===== src/rtl/risc_ex_pkg.sv =====
// Shared execute-stage types: FS opcode encodings, FSM states, ALU flag bundle.
// Latency: none (declarations only).
// Backpressure: none (declarations only).
package risc_ex_pkg;

  localparam logic [4:0] FS_PASS = 5'b00000;
  localparam logic [4:0] FS_ADD  = 5'b00010;
  localparam logic [4:0] FS_SUB  = 5'b00101;
  localparam logic [4:0] FS_JML  = 5'b00111;
  localparam logic [4:0] FS_AND  = 5'b01000;
  localparam logic [4:0] FS_OR   = 5'b01010;
  localparam logic [4:0] FS_XOR  = 5'b01100;
  localparam logic [4:0] FS_NOT  = 5'b01110;
  localparam logic [4:0] FS_LSL  = 5'b10000;
  localparam logic [4:0] FS_LSR  = 5'b10001;
  localparam logic [4:0] FS_MUL  = 5'b11000;

  typedef enum logic [1:0] {
    IDLE  = 2'd0,
    SHIFT = 2'd1,
    MUL   = 2'd2
  } ex_state_t;

  typedef struct packed {
    logic c;
    logic v;
    logic n;
    logic z;
  } ex_flags_t;

  function automatic logic is_shift(input logic [4:0] fs);
    return (fs == FS_LSL) || (fs == FS_LSR);
  endfunction

endpackage


===== src/rtl/risc_ex_stage_pipe_if.sv =====
// DOF->EX op channel and EX->WB result bundle, both valid/ready.
// Latency: none (wiring only).
// Backpressure: in_ready from the stage, out_ready from WB.
interface risc_ex_stage_pipe_if #(
  parameter int XLEN = 32,
  parameter int DA_W = 5
);
  localparam int SHW = $clog2(XLEN);

  logic            in_valid;
  logic            in_ready;
  logic            in_rw;
  logic            in_ps;
  logic            in_mw;
  logic [DA_W-1:0] in_da;
  logic [1:0]      in_md;
  logic [1:0]      in_bs;
  logic [4:0]      in_fs;
  logic [SHW-1:0]  in_sh;
  logic [XLEN-1:0] in_bus_a;
  logic [XLEN-1:0] in_bus_b;
  logic [XLEN-1:0] in_pc;

  logic            out_valid;
  logic            out_ready;
  logic            out_rw;
  logic            out_ps;
  logic            out_mw;
  logic [DA_W-1:0] out_da;
  logic [1:0]      out_md;
  logic [1:0]      out_bs;
  logic [XLEN-1:0] out_f;
  logic            out_c;
  logic            out_v;
  logic            out_n;
  logic            out_z;
  logic            out_nxv;
  logic [XLEN-1:0] out_bra;
  logic [XLEN-1:0] out_raa;
  logic [XLEN-1:0] out_mem_addr;
  logic [XLEN-1:0] out_mem_din;
  logic [XLEN-1:0] out_f_hi;

  // Environment side: issues ops, consumes bundles.
  modport master (
    output in_valid, in_rw, in_ps, in_mw, in_da, in_md, in_bs, in_fs, in_sh,
           in_bus_a, in_bus_b, in_pc, out_ready,
    input  in_ready, out_valid, out_rw, out_ps, out_mw, out_da, out_md, out_bs,
           out_f, out_c, out_v, out_n, out_z, out_nxv, out_bra, out_raa,
           out_mem_addr, out_mem_din, out_f_hi
  );

  // Execute stage side.
  modport slave (
    input  in_valid, in_rw, in_ps, in_mw, in_da, in_md, in_bs, in_fs, in_sh,
           in_bus_a, in_bus_b, in_pc, out_ready,
    output in_ready, out_valid, out_rw, out_ps, out_mw, out_da, out_md, out_bs,
           out_f, out_c, out_v, out_n, out_z, out_nxv, out_bra, out_raa,
           out_mem_addr, out_mem_din, out_f_hi
  );

endinterface


===== src/rtl/risc_ex_alu.sv =====
// Single-cycle ALU: PASS/ADD/SUB/logic/NOT/LSL/LSR/JML plus C/V/N/Z flags.
// Latency: 0 (pure combinational).
// Backpressure: none; caller registers the result.
module risc_ex_alu
  import risc_ex_pkg::*;
#(
  parameter int XLEN = 32,
  parameter int SHW  = $clog2(XLEN)
) (
  input  logic [4:0]      fs,
  input  logic [XLEN-1:0] a,
  input  logic [XLEN-1:0] b,
  input  logic [XLEN-1:0] pc,
  input  logic [SHW-1:0]  sh,
  output logic [XLEN-1:0] f,
  output ex_flags_t       flags
);

  logic [XLEN:0] sum;

  // Decode FS, then derive N/Z from the XLEN-bit result; SUB is A + ~B + 1 so carry-out is NOT borrow.
  always_comb begin
    sum   = '0;
    f     = '0;
    flags = '0;
    case (fs)
      FS_PASS: f = a;
      FS_ADD: begin
        sum     = {1'b0, a} + {1'b0, b};
        f       = sum[XLEN-1:0];
        flags.c = sum[XLEN];
        flags.v = (a[XLEN-1] == b[XLEN-1]) && (f[XLEN-1] != a[XLEN-1]);
      end
      FS_SUB: begin
        sum     = {1'b0, a} + {1'b0, ~b} + (XLEN+1)'(1);
        f       = sum[XLEN-1:0];
        flags.c = sum[XLEN];
        flags.v = (a[XLEN-1] != b[XLEN-1]) && (f[XLEN-1] != a[XLEN-1]);
      end
      FS_AND:  f = a & b;
      FS_OR:   f = a | b;
      FS_XOR:  f = a ^ b;
      FS_NOT:  f = ~a;
      FS_LSL:  f = a << sh;
      FS_LSR:  f = a >> sh;
      FS_JML:  f = pc + XLEN'(1);
      default: f = '0;
    endcase
    flags.n = f[XLEN-1];
    flags.z = (f == '0) || (fs == FS_JML);
  end

endmodule


===== src/rtl/risc_ex_stage_pipe.sv =====
// Registered RISC execute stage: ALU, iterative shifter (and shift-add multiply when EX_MUL_EN is defined).
// Latency: 1 cycle single-cycle ops; ceil(sh/SH_STEP)+1 for shifts; XLEN+1 for MUL.
// Backpressure: in_ready low while shifting/multiplying or while an unconsumed bundle is held.
module risc_ex_stage_pipe
  import risc_ex_pkg::*;
#(
  parameter int XLEN    = 32,
  parameter int DA_W    = 5,
  parameter int SH_STEP = 4
) (
  input  logic                 clk,
  input  logic                 reset,
  risc_ex_stage_pipe_if.slave  bus
);

  localparam int SHW = $clog2(XLEN);
  localparam int CW  = SHW + 1;
  localparam logic [CW-1:0] STEP_MAX = CW'(SH_STEP);

  ex_state_t       state;
  logic            out_valid_q;
  logic            rw_q, ps_q, mw_q;
  logic [DA_W-1:0] da_q;
  logic [1:0]      md_q, bs_q;
  logic [XLEN-1:0] f_q, bra_q, raa_q, din_q;
  ex_flags_t       fl_q;

  // Iterative datapath: acc is the shift operand (or multiplier/low product), cnt the remaining work.
  logic [XLEN-1:0] acc;
  logic            dir_r;
  logic [CW-1:0]   cnt;
  logic [CW-1:0]   step;
  logic [XLEN-1:0] acc_sh;

  logic [XLEN-1:0] alu_f;
  ex_flags_t       alu_fl;
  logic            accept;

  assign bus.in_ready = !reset && (state == IDLE) && (!out_valid_q || bus.out_ready);
  assign accept       = bus.in_valid && bus.in_ready;
  assign step         = (cnt > STEP_MAX) ? STEP_MAX : cnt;
  assign acc_sh       = dir_r ? (acc >> step) : (acc << step);

  risc_ex_alu #(.XLEN(XLEN)) u_alu (
    .fs    (bus.in_fs),
    .a     (bus.in_bus_a),
    .b     (bus.in_bus_b),
    .pc    (bus.in_pc),
    .sh    (bus.in_sh),
    .f     (alu_f),
    .flags (alu_fl)
  );

`ifdef EX_MUL_EN
  // Multiplicand is the latched A operand, already held in raa_q for the bundle.
  logic [XLEN-1:0] hi, fhi_q, mul_lo;
  logic [XLEN:0]   mul_sum;
  assign mul_sum      = {1'b0, hi} + (acc[0] ? {1'b0, raa_q} : '0);
  assign mul_lo       = {mul_sum[0], acc[XLEN-1:1]};
  assign bus.out_f_hi = fhi_q;
`else
  assign bus.out_f_hi = '0;
`endif

  // Handshake, shift/multiply sequencing and the EX/WB output register.
  always_ff @(posedge clk) begin
    if (reset) begin
      state       <= IDLE;
      out_valid_q <= 1'b0;
      rw_q        <= 1'b0;
      ps_q        <= 1'b0;
      mw_q        <= 1'b0;
      da_q        <= '0;
      md_q        <= '0;
      bs_q        <= '0;
      f_q         <= '0;
      fl_q        <= '0;
      bra_q       <= '0;
      raa_q       <= '0;
      din_q       <= '0;
      acc         <= '0;
      dir_r       <= 1'b0;
      cnt         <= '0;
`ifdef EX_MUL_EN
      hi          <= '0;
      fhi_q       <= '0;
`endif
    end else begin
      case (state)
        IDLE: begin
          if (out_valid_q && bus.out_ready) out_valid_q <= 1'b0;
          if (accept) begin
            rw_q  <= bus.in_rw;
            ps_q  <= bus.in_ps;
            mw_q  <= bus.in_mw;
            da_q  <= bus.in_da;
            md_q  <= bus.in_md;
            bs_q  <= bus.in_bs;
            bra_q <= bus.in_pc + bus.in_bus_b;
            raa_q <= bus.in_bus_a;
            din_q <= bus.in_bus_b;
            acc   <= bus.in_bus_a;
            dir_r <= (bus.in_fs == FS_LSR);
            cnt   <= CW'(bus.in_sh);
`ifdef EX_MUL_EN
            fhi_q <= '0;
`endif
            if (is_shift(bus.in_fs) && (bus.in_sh != '0)) begin
              state <= SHIFT;
            end
`ifdef EX_MUL_EN
            else if (bus.in_fs == FS_MUL) begin
              state <= MUL;
              acc   <= bus.in_bus_b;
              hi    <= '0;
              cnt   <= CW'(XLEN);
            end
`endif
            else begin
              f_q         <= alu_f;
              fl_q        <= alu_fl;
              out_valid_q <= 1'b1;
            end
          end
        end
        SHIFT: begin
          acc <= acc_sh;
          cnt <= cnt - step;
          if (cnt <= STEP_MAX) begin
            f_q         <= acc_sh;
            fl_q        <= '{c: 1'b0, v: 1'b0, n: acc_sh[XLEN-1], z: (acc_sh == '0)};
            out_valid_q <= 1'b1;
            state       <= IDLE;
          end
        end
`ifdef EX_MUL_EN
        MUL: begin
          hi  <= mul_sum[XLEN:1];
          acc <= mul_lo;
          cnt <= cnt - CW'(1);
          if (cnt == CW'(1)) begin
            f_q         <= mul_lo;
            fhi_q       <= mul_sum[XLEN:1];
            fl_q        <= '{c: 1'b0, v: 1'b0, n: mul_lo[XLEN-1], z: (mul_lo == '0)};
            out_valid_q <= 1'b1;
            state       <= IDLE;
          end
        end
`endif
        default: state <= IDLE;
      endcase
    end
  end

  assign bus.out_valid    = out_valid_q;
  assign bus.out_rw       = rw_q;
  assign bus.out_ps       = ps_q;
  assign bus.out_mw       = mw_q;
  assign bus.out_da       = da_q;
  assign bus.out_md       = md_q;
  assign bus.out_bs       = bs_q;
  assign bus.out_f        = f_q;
  assign bus.out_c        = fl_q.c;
  assign bus.out_v        = fl_q.v;
  assign bus.out_n        = fl_q.n;
  assign bus.out_z        = fl_q.z;
  assign bus.out_nxv      = fl_q.n ^ fl_q.v;
  assign bus.out_bra      = bra_q;
  assign bus.out_raa      = raa_q;
  assign bus.out_mem_addr = raa_q;
  assign bus.out_mem_din  = din_q;

endmodule


===== src/flat_wrapper.sv =====
// flat-port wrapper written by rule: the top's interface ports become plain ports
module risc_ex_stage_pipe_flat import risc_ex_pkg::*;
#(
  parameter int XLEN    = 32,
  parameter int DA_W    = 5,
  parameter int SH_STEP = 4
)
  (clk, reset, bus_in_valid, bus_in_rw, bus_in_ps, bus_in_mw, bus_in_da, bus_in_md, bus_in_bs, bus_in_fs, bus_in_sh, bus_in_bus_a, bus_in_bus_b, bus_in_pc, bus_out_ready, bus_in_ready, bus_out_valid, bus_out_rw, bus_out_ps, bus_out_mw, bus_out_da, bus_out_md, bus_out_bs, bus_out_f, bus_out_c, bus_out_v, bus_out_n, bus_out_z, bus_out_nxv, bus_out_bra, bus_out_raa, bus_out_mem_addr, bus_out_mem_din, bus_out_f_hi);
  risc_ex_stage_pipe_if #(.XLEN(XLEN), .DA_W(DA_W)) bus_i ();
  input  logic clk;
  input  logic reset;
  input wire logic [$bits(bus_i.in_valid)-1:0] bus_in_valid;
  input wire logic [$bits(bus_i.in_rw)-1:0] bus_in_rw;
  input wire logic [$bits(bus_i.in_ps)-1:0] bus_in_ps;
  input wire logic [$bits(bus_i.in_mw)-1:0] bus_in_mw;
  input wire logic [$bits(bus_i.in_da)-1:0] bus_in_da;
  input wire logic [$bits(bus_i.in_md)-1:0] bus_in_md;
  input wire logic [$bits(bus_i.in_bs)-1:0] bus_in_bs;
  input wire logic [$bits(bus_i.in_fs)-1:0] bus_in_fs;
  input wire logic [$bits(bus_i.in_sh)-1:0] bus_in_sh;
  input wire logic [$bits(bus_i.in_bus_a)-1:0] bus_in_bus_a;
  input wire logic [$bits(bus_i.in_bus_b)-1:0] bus_in_bus_b;
  input wire logic [$bits(bus_i.in_pc)-1:0] bus_in_pc;
  input wire logic [$bits(bus_i.out_ready)-1:0] bus_out_ready;
  output wire logic [$bits(bus_i.in_ready)-1:0] bus_in_ready;
  output wire logic [$bits(bus_i.out_valid)-1:0] bus_out_valid;
  output wire logic [$bits(bus_i.out_rw)-1:0] bus_out_rw;
  output wire logic [$bits(bus_i.out_ps)-1:0] bus_out_ps;
  output wire logic [$bits(bus_i.out_mw)-1:0] bus_out_mw;
  output wire logic [$bits(bus_i.out_da)-1:0] bus_out_da;
  output wire logic [$bits(bus_i.out_md)-1:0] bus_out_md;
  output wire logic [$bits(bus_i.out_bs)-1:0] bus_out_bs;
  output wire logic [$bits(bus_i.out_f)-1:0] bus_out_f;
  output wire logic [$bits(bus_i.out_c)-1:0] bus_out_c;
  output wire logic [$bits(bus_i.out_v)-1:0] bus_out_v;
  output wire logic [$bits(bus_i.out_n)-1:0] bus_out_n;
  output wire logic [$bits(bus_i.out_z)-1:0] bus_out_z;
  output wire logic [$bits(bus_i.out_nxv)-1:0] bus_out_nxv;
  output wire logic [$bits(bus_i.out_bra)-1:0] bus_out_bra;
  output wire logic [$bits(bus_i.out_raa)-1:0] bus_out_raa;
  output wire logic [$bits(bus_i.out_mem_addr)-1:0] bus_out_mem_addr;
  output wire logic [$bits(bus_i.out_mem_din)-1:0] bus_out_mem_din;
  output wire logic [$bits(bus_i.out_f_hi)-1:0] bus_out_f_hi;
  assign bus_i.in_valid = bus_in_valid;
  assign bus_i.in_rw = bus_in_rw;
  assign bus_i.in_ps = bus_in_ps;
  assign bus_i.in_mw = bus_in_mw;
  assign bus_i.in_da = bus_in_da;
  assign bus_i.in_md = bus_in_md;
  assign bus_i.in_bs = bus_in_bs;
  assign bus_i.in_fs = bus_in_fs;
  assign bus_i.in_sh = bus_in_sh;
  assign bus_i.in_bus_a = bus_in_bus_a;
  assign bus_i.in_bus_b = bus_in_bus_b;
  assign bus_i.in_pc = bus_in_pc;
  assign bus_i.out_ready = bus_out_ready;
  assign bus_in_ready = bus_i.in_ready;
  assign bus_out_valid = bus_i.out_valid;
  assign bus_out_rw = bus_i.out_rw;
  assign bus_out_ps = bus_i.out_ps;
  assign bus_out_mw = bus_i.out_mw;
  assign bus_out_da = bus_i.out_da;
  assign bus_out_md = bus_i.out_md;
  assign bus_out_bs = bus_i.out_bs;
  assign bus_out_f = bus_i.out_f;
  assign bus_out_c = bus_i.out_c;
  assign bus_out_v = bus_i.out_v;
  assign bus_out_n = bus_i.out_n;
  assign bus_out_z = bus_i.out_z;
  assign bus_out_nxv = bus_i.out_nxv;
  assign bus_out_bra = bus_i.out_bra;
  assign bus_out_raa = bus_i.out_raa;
  assign bus_out_mem_addr = bus_i.out_mem_addr;
  assign bus_out_mem_din = bus_i.out_mem_din;
  assign bus_out_f_hi = bus_i.out_f_hi;
  risc_ex_stage_pipe #(.XLEN(XLEN), .DA_W(DA_W), .SH_STEP(SH_STEP)) u_core (.clk(clk), .reset(reset), .bus(bus_i));
endmodule

===== config.mk =====
export PLATFORM = sky130hd
export DESIGN_NAME = risc_ex_stage_pipe_flat
export DESIGN_NICKNAME = d
export VERILOG_FILES = /design/src/rtl/risc_ex_pkg.sv /design/src/rtl/risc_ex_stage_pipe_if.sv /design/src/rtl/risc_ex_alu.sv /design/src/rtl/risc_ex_stage_pipe.sv /design/src/flat_wrapper.sv
export SDC_FILE = /design/constraint.sdc
export NUM_CORES = 1
export LEC_CHECK = 0
export ABC_AREA = 0
export ABC_CLOCK_PERIOD_IN_PS = 8300
export CORE_ASPECT_RATIO = 0.6
export CORE_MARGIN = 5
export CORE_UTILIZATION = 30
export DETAILED_ROUTE_END_ITERATION = 10
export GPL_TIMING_DRIVEN = 0
export REMOVE_ABC_BUFFERS = 1
export SLEW_MARGIN = 40
export SYNTH_ARGS = -nofsm -noshare
export SYNTH_HDL_FRONTEND = slang
export SYNTH_SLANG_ARGS = --single-unit
export TNS_END_PERCENT = 5

===== constraint.sdc =====
create_clock -name clk -period 8.3 [get_ports clk]
set_input_delay 0.83 -clock clk [delete_from_list [all_inputs] [get_ports clk]]
set_output_delay 0.83 -clock clk [all_outputs]
set_load 0.02 [all_outputs]

* Word-level counts from Yosys, hierarchy flattened
Cells that the tools add are included.
** Cells by class
- $add $sub $neg :: 6
- Magnitude comparators :: 2
- Equal/unequal tests :: 18
- Shifts and indexed selects :: 4
- Mux-type cells :: 25
- Bitwise gates (word level) :: 6
- Reduce and logical (&&, ||, !) cells :: 23
** Operators by type and width (count)
- $pmux W32 S10 :: 1
- $mux W32 :: 5
- $pmux W32 S2 :: 2
- $add A32 B32 Y33 :: 2
- $logic_not A32 Y1 :: 2
- $not A32 Y32 :: 2
- $add A33 B1 Y33 const B :: 1
- $add A32 B1 Y32 const B :: 1
- $add A32 B32 Y32 :: 1
- $and A32 B32 Y32 :: 1
- $or A32 B32 Y32 :: 1
- $shl A32 B5 Y32 :: 1
- $shl A32 B6 Y32 :: 1
- $shr A32 B5 Y32 :: 1
- $shr A32 B6 Y32 :: 1
- $xor A32 B32 Y32 :: 1
- $eq A5 B4 Y1 const B :: 4
- $mux W4 :: 3
- $mux W6 :: 2
- $pmux W6 S2 :: 1
- $eq A5 B3 Y1 const B :: 2
- $eq A5 B5 Y1 const B :: 2
- $pmux W2 S2 :: 2
- $pmux W4 S2 :: 1
- 23 further kinds :: 43
** Word-level totals
- Flip-flop bits (word level) :: 186
- Word-level logic and storage cells :: 103

* Depth between registers and ports, before layout
- Depth after elaboration :: 9
- Mapped depth :: 17
- Depth with buffers taken out :: 15

* Modules after synthesis
Synthesis repeated with hierarchy kept, for this count alone.
** Unflattened totals
- Cell total of the unflattened synthesis :: 3093
- Area total of the unflattened synthesis :: 22764.3 um^2
** By module, submodules not included
- risc_ex_alu :: instances 1, cells each 1714, area an instance 11566.1 um^2, sequential area each 0.0 um^2
- risc_ex_stage_pipe :: instances 1, cells each 1379, area an instance 11198.2 um^2, sequential area each 3703.6 um^2

* Least setup slack after synthesis
OpenSTA, ideal clock, no wires.
- Kind :: in2reg
- Start point :: in bus_in_bus_a[0]
- End point :: reg u_core.fl_q (netlist bit u_core.bus.out_z)
- Setup time :: 0.096 ns
- Arrival time :: 4.920 ns
- Path slack :: 3.284 ns
- Stages on the path :: 16
- Path through :: clkbuf_1 > inv_1 > ha_1 > inv_1 > fa_1 > nor3b_1 > o311ai_1 > a31oi_1 > nor2_1 > or3_1 > a221o_1 > or3_1 > or4_1 > or4_1 > or3_1 > o41ai_2
** On the way
- Word-level cells in the longest chain between the ends :: 8
- Elaborated cells on any way between the ends :: 15
** RTL lines
- start, declared :: line flat_wrapper.sv:21 : input wire logic [$bits(bus_i.in_bus_a)-1:0] bus_in_bus_a;
- $add A32 B32 Y33 :: line risc_ex_alu.sv:35 : sum = {1'b0, a} + {1'b0, ~b} + (XLEN+1)'(1);
- $add A33 B1 Y33 :: line risc_ex_alu.sv:35
- $pmux W32 S10 (*) :: line risc_ex_alu.sv:26 : case (fs)
- $logic_not A32 Y1 (*) :: line risc_ex_alu.sv:50 : flags.z = (f == '0) || (fs == FS_JML);
- $logic_or A1 B1 Y1 (*) :: line risc_ex_alu.sv:50
- $mux W4 (*) :: line risc_ex_stage_pipe.sv:108 : if (is_shift(bus.in_fs) && (bus.in_sh != '0)) begin
- $mux W4 (*) :: line risc_ex_stage_pipe.sv:92 : if (accept) begin
- $pmux W4 S2 (*) :: line risc_ex_stage_pipe.sv:89 : case (state)
- end signal, assigned :: line risc_ex_stage_pipe.sv:121 : fl_q <= alu_fl;
- end signal, assigned :: line risc_ex_stage_pipe.sv:131 : fl_q <= '{c: 1'b0, v: 1'b0, n: acc_sh[XLEN-1], z: (acc_sh == '0)};
- end, declared :: line risc_ex_stage_pipe.sv:26 : ex_flags_t fl_q;
Every way passes the cells marked *; elsewhere a longest branch is shown, timed or not. The select of a mux whose other input is x is not followed.
A chain may end at the register's enable or synchronous reset.

* Worst setup path in the final report
Ends and elaborated chain as after synthesis.

==> impl_metrics.env <==
export IMPL_status="completed"
export IMPL_cts_tree="yes"
export IMPL_synth_edf_count=0
export IMPL_use_met1=0.390
export IMPL_wl_per_cell_um=26.0
export IMPL_die_w_um=356
export IMPL_htreeDepth=4
export IMPL_synth_seq_cells=184
export IMPL_pre_cts_ws_ns=1.53
export IMPL_timing_critical_path_mode_cell="inv_1"
export IMPL_firstDrtPassIters=6
export IMPL_nets=3213
export IMPL_synth_cells=2882
export IMPL_syn_avg_cell_area_um2=7.46
export IMPL_drive_above_1_share=0.0865
export IMPL_crit_chain="clkdlybuf4s50_1 > inv_1 > ha_1 > inv_1 > fa_1 > nor3b_1 > o311ai_1 > nand4_1 > a311oi_2 > o21ai_0 > a31oi_1 > mux2i_1 > nand3_1 > or4_1 > or3_1 > o41ai_2"
export IMPL_clk_pin_slew_worst_paths_ns=0.07
export IMPL_tightest_slew_ns=0.919
export IMPL_ctsResizeCount=0
export IMPL_startpoint_type="primary input"
export IMPL_synthFlopType="dfxtp_1"
export IMPL_crit_family="compound AO/OA/AOI/OAI gates"
export IMPL_nFillCells=7557
export IMPL_path_class="primary input to register"
export IMPL_min_path_type="register to register"
export IMPL_finalWeightedCongestion=1.03
export IMPL_sequentialPowerShare=0.303
export IMPL_yosysWarnings=0
export IMPL_antenna_found_initial=3
export IMPL_io_pins=333
export IMPL_port_buffers=300
export IMPL_vias=23928
export IMPL_rows=76
export IMPL_p_int_w=0.00192
export IMPL_power_per_cell_area_nw_per_um2=129
export IMPL_finalCritPeriodShare=0.796
export IMPL_pwr_share_comb=0.442
export IMPL_grt_pass1_vias=21398
export IMPL_final_common_cell="nand2_1"
export IMPL_crit_required_ns=8.71
export IMPL_post_cts_setup_buffers=0
export IMPL_grt_pass1_wl_um=148000
export IMPL_hold_ws_ns=0.454
export IMPL_leakage_nw=9.55
export IMPL_async_flop_share=0
export IMPL_max_freq_mhz=151
export IMPL_dieHeight_um=217
export IMPL_hold_viol_final=0
export IMPL_grt_use_met3=0.0904
export IMPL_grt_max_degree=93
export IMPL_clk_insertion_delay_late_ns=0.52
export IMPL_gr_usage_met2=0.336
export IMPL_cp_slowest_cell="clkdlybuf4s50_1"
export IMPL_layout_common_cells="nand2_1, clkdlybuf4s50_1, nor2_1"
export IMPL_cts_path_max_buffers=2
export IMPL_vdd_drop_max_mv=0.166
export IMPL_maxCapViolations=0
export IMPL_clock_sinks=184
export IMPL_drt_total_wl_um=103000
export IMPL_worstPathMaxFanout=12
export IMPL_finalCriticalPeriod_ns=6.60
export IMPL_cts_buffers=17
export IMPL_dp_cells=3914
export IMPL_total_power_w=0.00331
export IMPL_yosysTopAreaCellShare=0.171
export IMPL_cp_num_buf_inv=3
export IMPL_dpl_hpwl_um=80800
export IMPL_drc=0
export IMPL_worstSetupEndpointType="register"
export IMPL_postRouteAntennaNets=0
export IMPL_dpl_instance_area_um2=25100
export IMPL_overflow=0
export IMPL_setup_violations=0
export IMPL_r2r_slack_ns=3.26
export IMPL_seq_area_frac_synth=0.171
export IMPL_ctsHoldBuffers=0
export IMPL_synth_area_leaders="dfxtp_1, mux4_2, ha_1"
export IMPL_area_delta_synth_final_pct=19.4
export IMPL_final_cells=3947
export IMPL_slew_headroom=0.372
export IMPL_vias_per_cell=6.06
export IMPL_critPathArrivalTime_ns=7.02
export IMPL_critPathMaxStageDelay_ns=0.76
export IMPL_fp_coreArea_um2=71400
export IMPL_clock_root_buffer="clkbuf_16"
export IMPL_fin_ws_ns=1.70
export IMPL_first_iter_violations=3630
export IMPL_p_switching_w=0.00139
export IMPL_initial_core_util=0.301
export IMPL_syn_area_um2=21500
export IMPL_die_area_um2=77300
export IMPL_busiest_layer="met1"
export IMPL_track_usage=0.254
export IMPL_yosysTopAreaCell="dfxtp_1"
export IMPL_fin_skew_ns=0.0243
export IMPL_rsz0062_at_grt="false"
export IMPL_maxSlewViolCount=0
export IMPL_finalInstanceArea_um2=25700
export IMPL_synth_distinct_cells=93
export IMPL_p_sw_frac=0.421
export IMPL_clkPwrFrac=0.255
synth_stat cells, types with 23 or more instances:
master	number
nand4_1	36
mux2_2	25
and3_1	25
clkbuf_1	176
a21o_1	27
nor4_1	24
buf_4	66
nand3_1	62
nor3_1	54
o22ai_1	28
mux2i_1	81
ha_1	130
a21oi_1	209
a221oi_1	23
a22oi_1	30
mux4_2	80
xor2_1	31
dfxtp_1	184
nor2_1	225
a31oi_1	56
inv_1	117
o21ai_0	175
o211ai_1	31
o31ai_1	28
xnor2_1	31
a211oi_1	44
nor2b_1	30
buf_1	46
a222oi_1	23
nand2_1	367
nand2b_1	37
nand3b_1	72
sequential cells by signal (all words and copies together), names as in the netlist:
signal / cells
u_core.bus.out_rw: 1
u_core.bus.out_bra: 32
u_core.bus.out_v: 1
u_core.bus.out_ps: 1
u_core.bus.out_md: 2
u_core.bus.out_z: 1
u_core.cnt: 6
u_core.bus.out_bs: 2
u_core.acc: 32
u_core.bus.out_da: 5
u_core.bus.out_mw: 1
u_core.state: 1
u_core.dir_r: 1
u_core.bus.out_c: 1
u_core.bus.out_f: 32
u_core.bus.out_mem_addr: 32
u_core.bus.out_mem_din: 32
u_core.bus.out_valid: 1
worst paths after layout:
check,from,end,cells after the start
max,bus_in_bus_a[0],u_core.bus.out_z$_SDFFE_PP0P_,16
max reg2reg,u_core.cnt[2]$_SDFFE_PP0P_,u_core.bus.out_z$_SDFFE_PP0P_,14
min reg2reg,u_core.bus.out_bra[31]$_SDFFE_PP0P_,u_core.bus.out_bra[31]$_SDFFE_PP0P_,2
min,u_core.bus.out_bra[31]$_SDFFE_PP0P_,u_core.bus.out_bra[31]$_SDFFE_PP0P_,2
cells by family (layout without fill, tap and decap cells):
logic type,after synthesis,count (layout),synth area share
xor gates and xnor gates,62,62,0.0253
buffers and inverters,424,482,0.0880
and+or+nand+nor,1027,1027,0.233
AOI/OAI and AO/OA,856,856,0.264
other,2,34,0.000349
muxes,194,194,0.139
DFF,184,184,0.171
adders and majority gates,133,133,0.0785
power groups by stage:
| stage | Sequential, W | Combinational (W) | Clock (W) |
|---|---|---|---|
| 2_1_floorplan | 0.00109 | 0.000721 | 0 |
| 5_1_grt | 0.00101 | 0.00154 | 0.000897 |
| 3_5_place_dp | 0.00102 | 0.00141 | 0 |
| 6_report | 0.00100 | 0.00146 | 0.000842 |
| 3_3_place_gp | 0.00103 | 0.00140 | 0 |
| 4_1_cts | 0.00100 | 0.00142 | 0.000868 |
worst reg2reg max path, delay by kind of cell (launching register included):
kind / cells / cell delay (ns)
simple gates: 5 / 2.04
mux: 2 / 1.13
buf+inv: 5 / 1.01
flops: 1 / 0.41
compound gates: 2 / 0.34
cell type report:
cell class / instances / area (um^2) / share of cell area
well taps: 975 / 1220 / 0.0475
inverters: 120 / 453 / 0.0176
clock buffers: 20 / 447 / 0.0174
diodes: 1 / 2.50 / 0.0000975
flip-flops and latches: 184 / 3700 / 0.144
clock inverters: 12 / 118 / 0.00458
repair buffers: 330 / 3450 / 0.134
multi-input cells: 2305 / 16300 / 0.634
layer usage:
metal	part of all wire	vias up	wire, um
met1	0.47	11545	48100
met4	0.013	2	1340
li1	-	10773	-
met3	0.13	82	13600
met5	0.000078	-	8
met2	0.39	1526	39600
stage by stage:
step | setup TNS (ns) | util
3_5_place_dp | 0 | 0.351
3_3_place_gp | -746.06 | 0.342
5_1_grt | 0 | 0.359
4_1_cts | 0 | 0.359
6_report | 0 | 0.359
2_1_floorplan | 0 | -
Note: power is estimated with default switching activity, not from simulation.
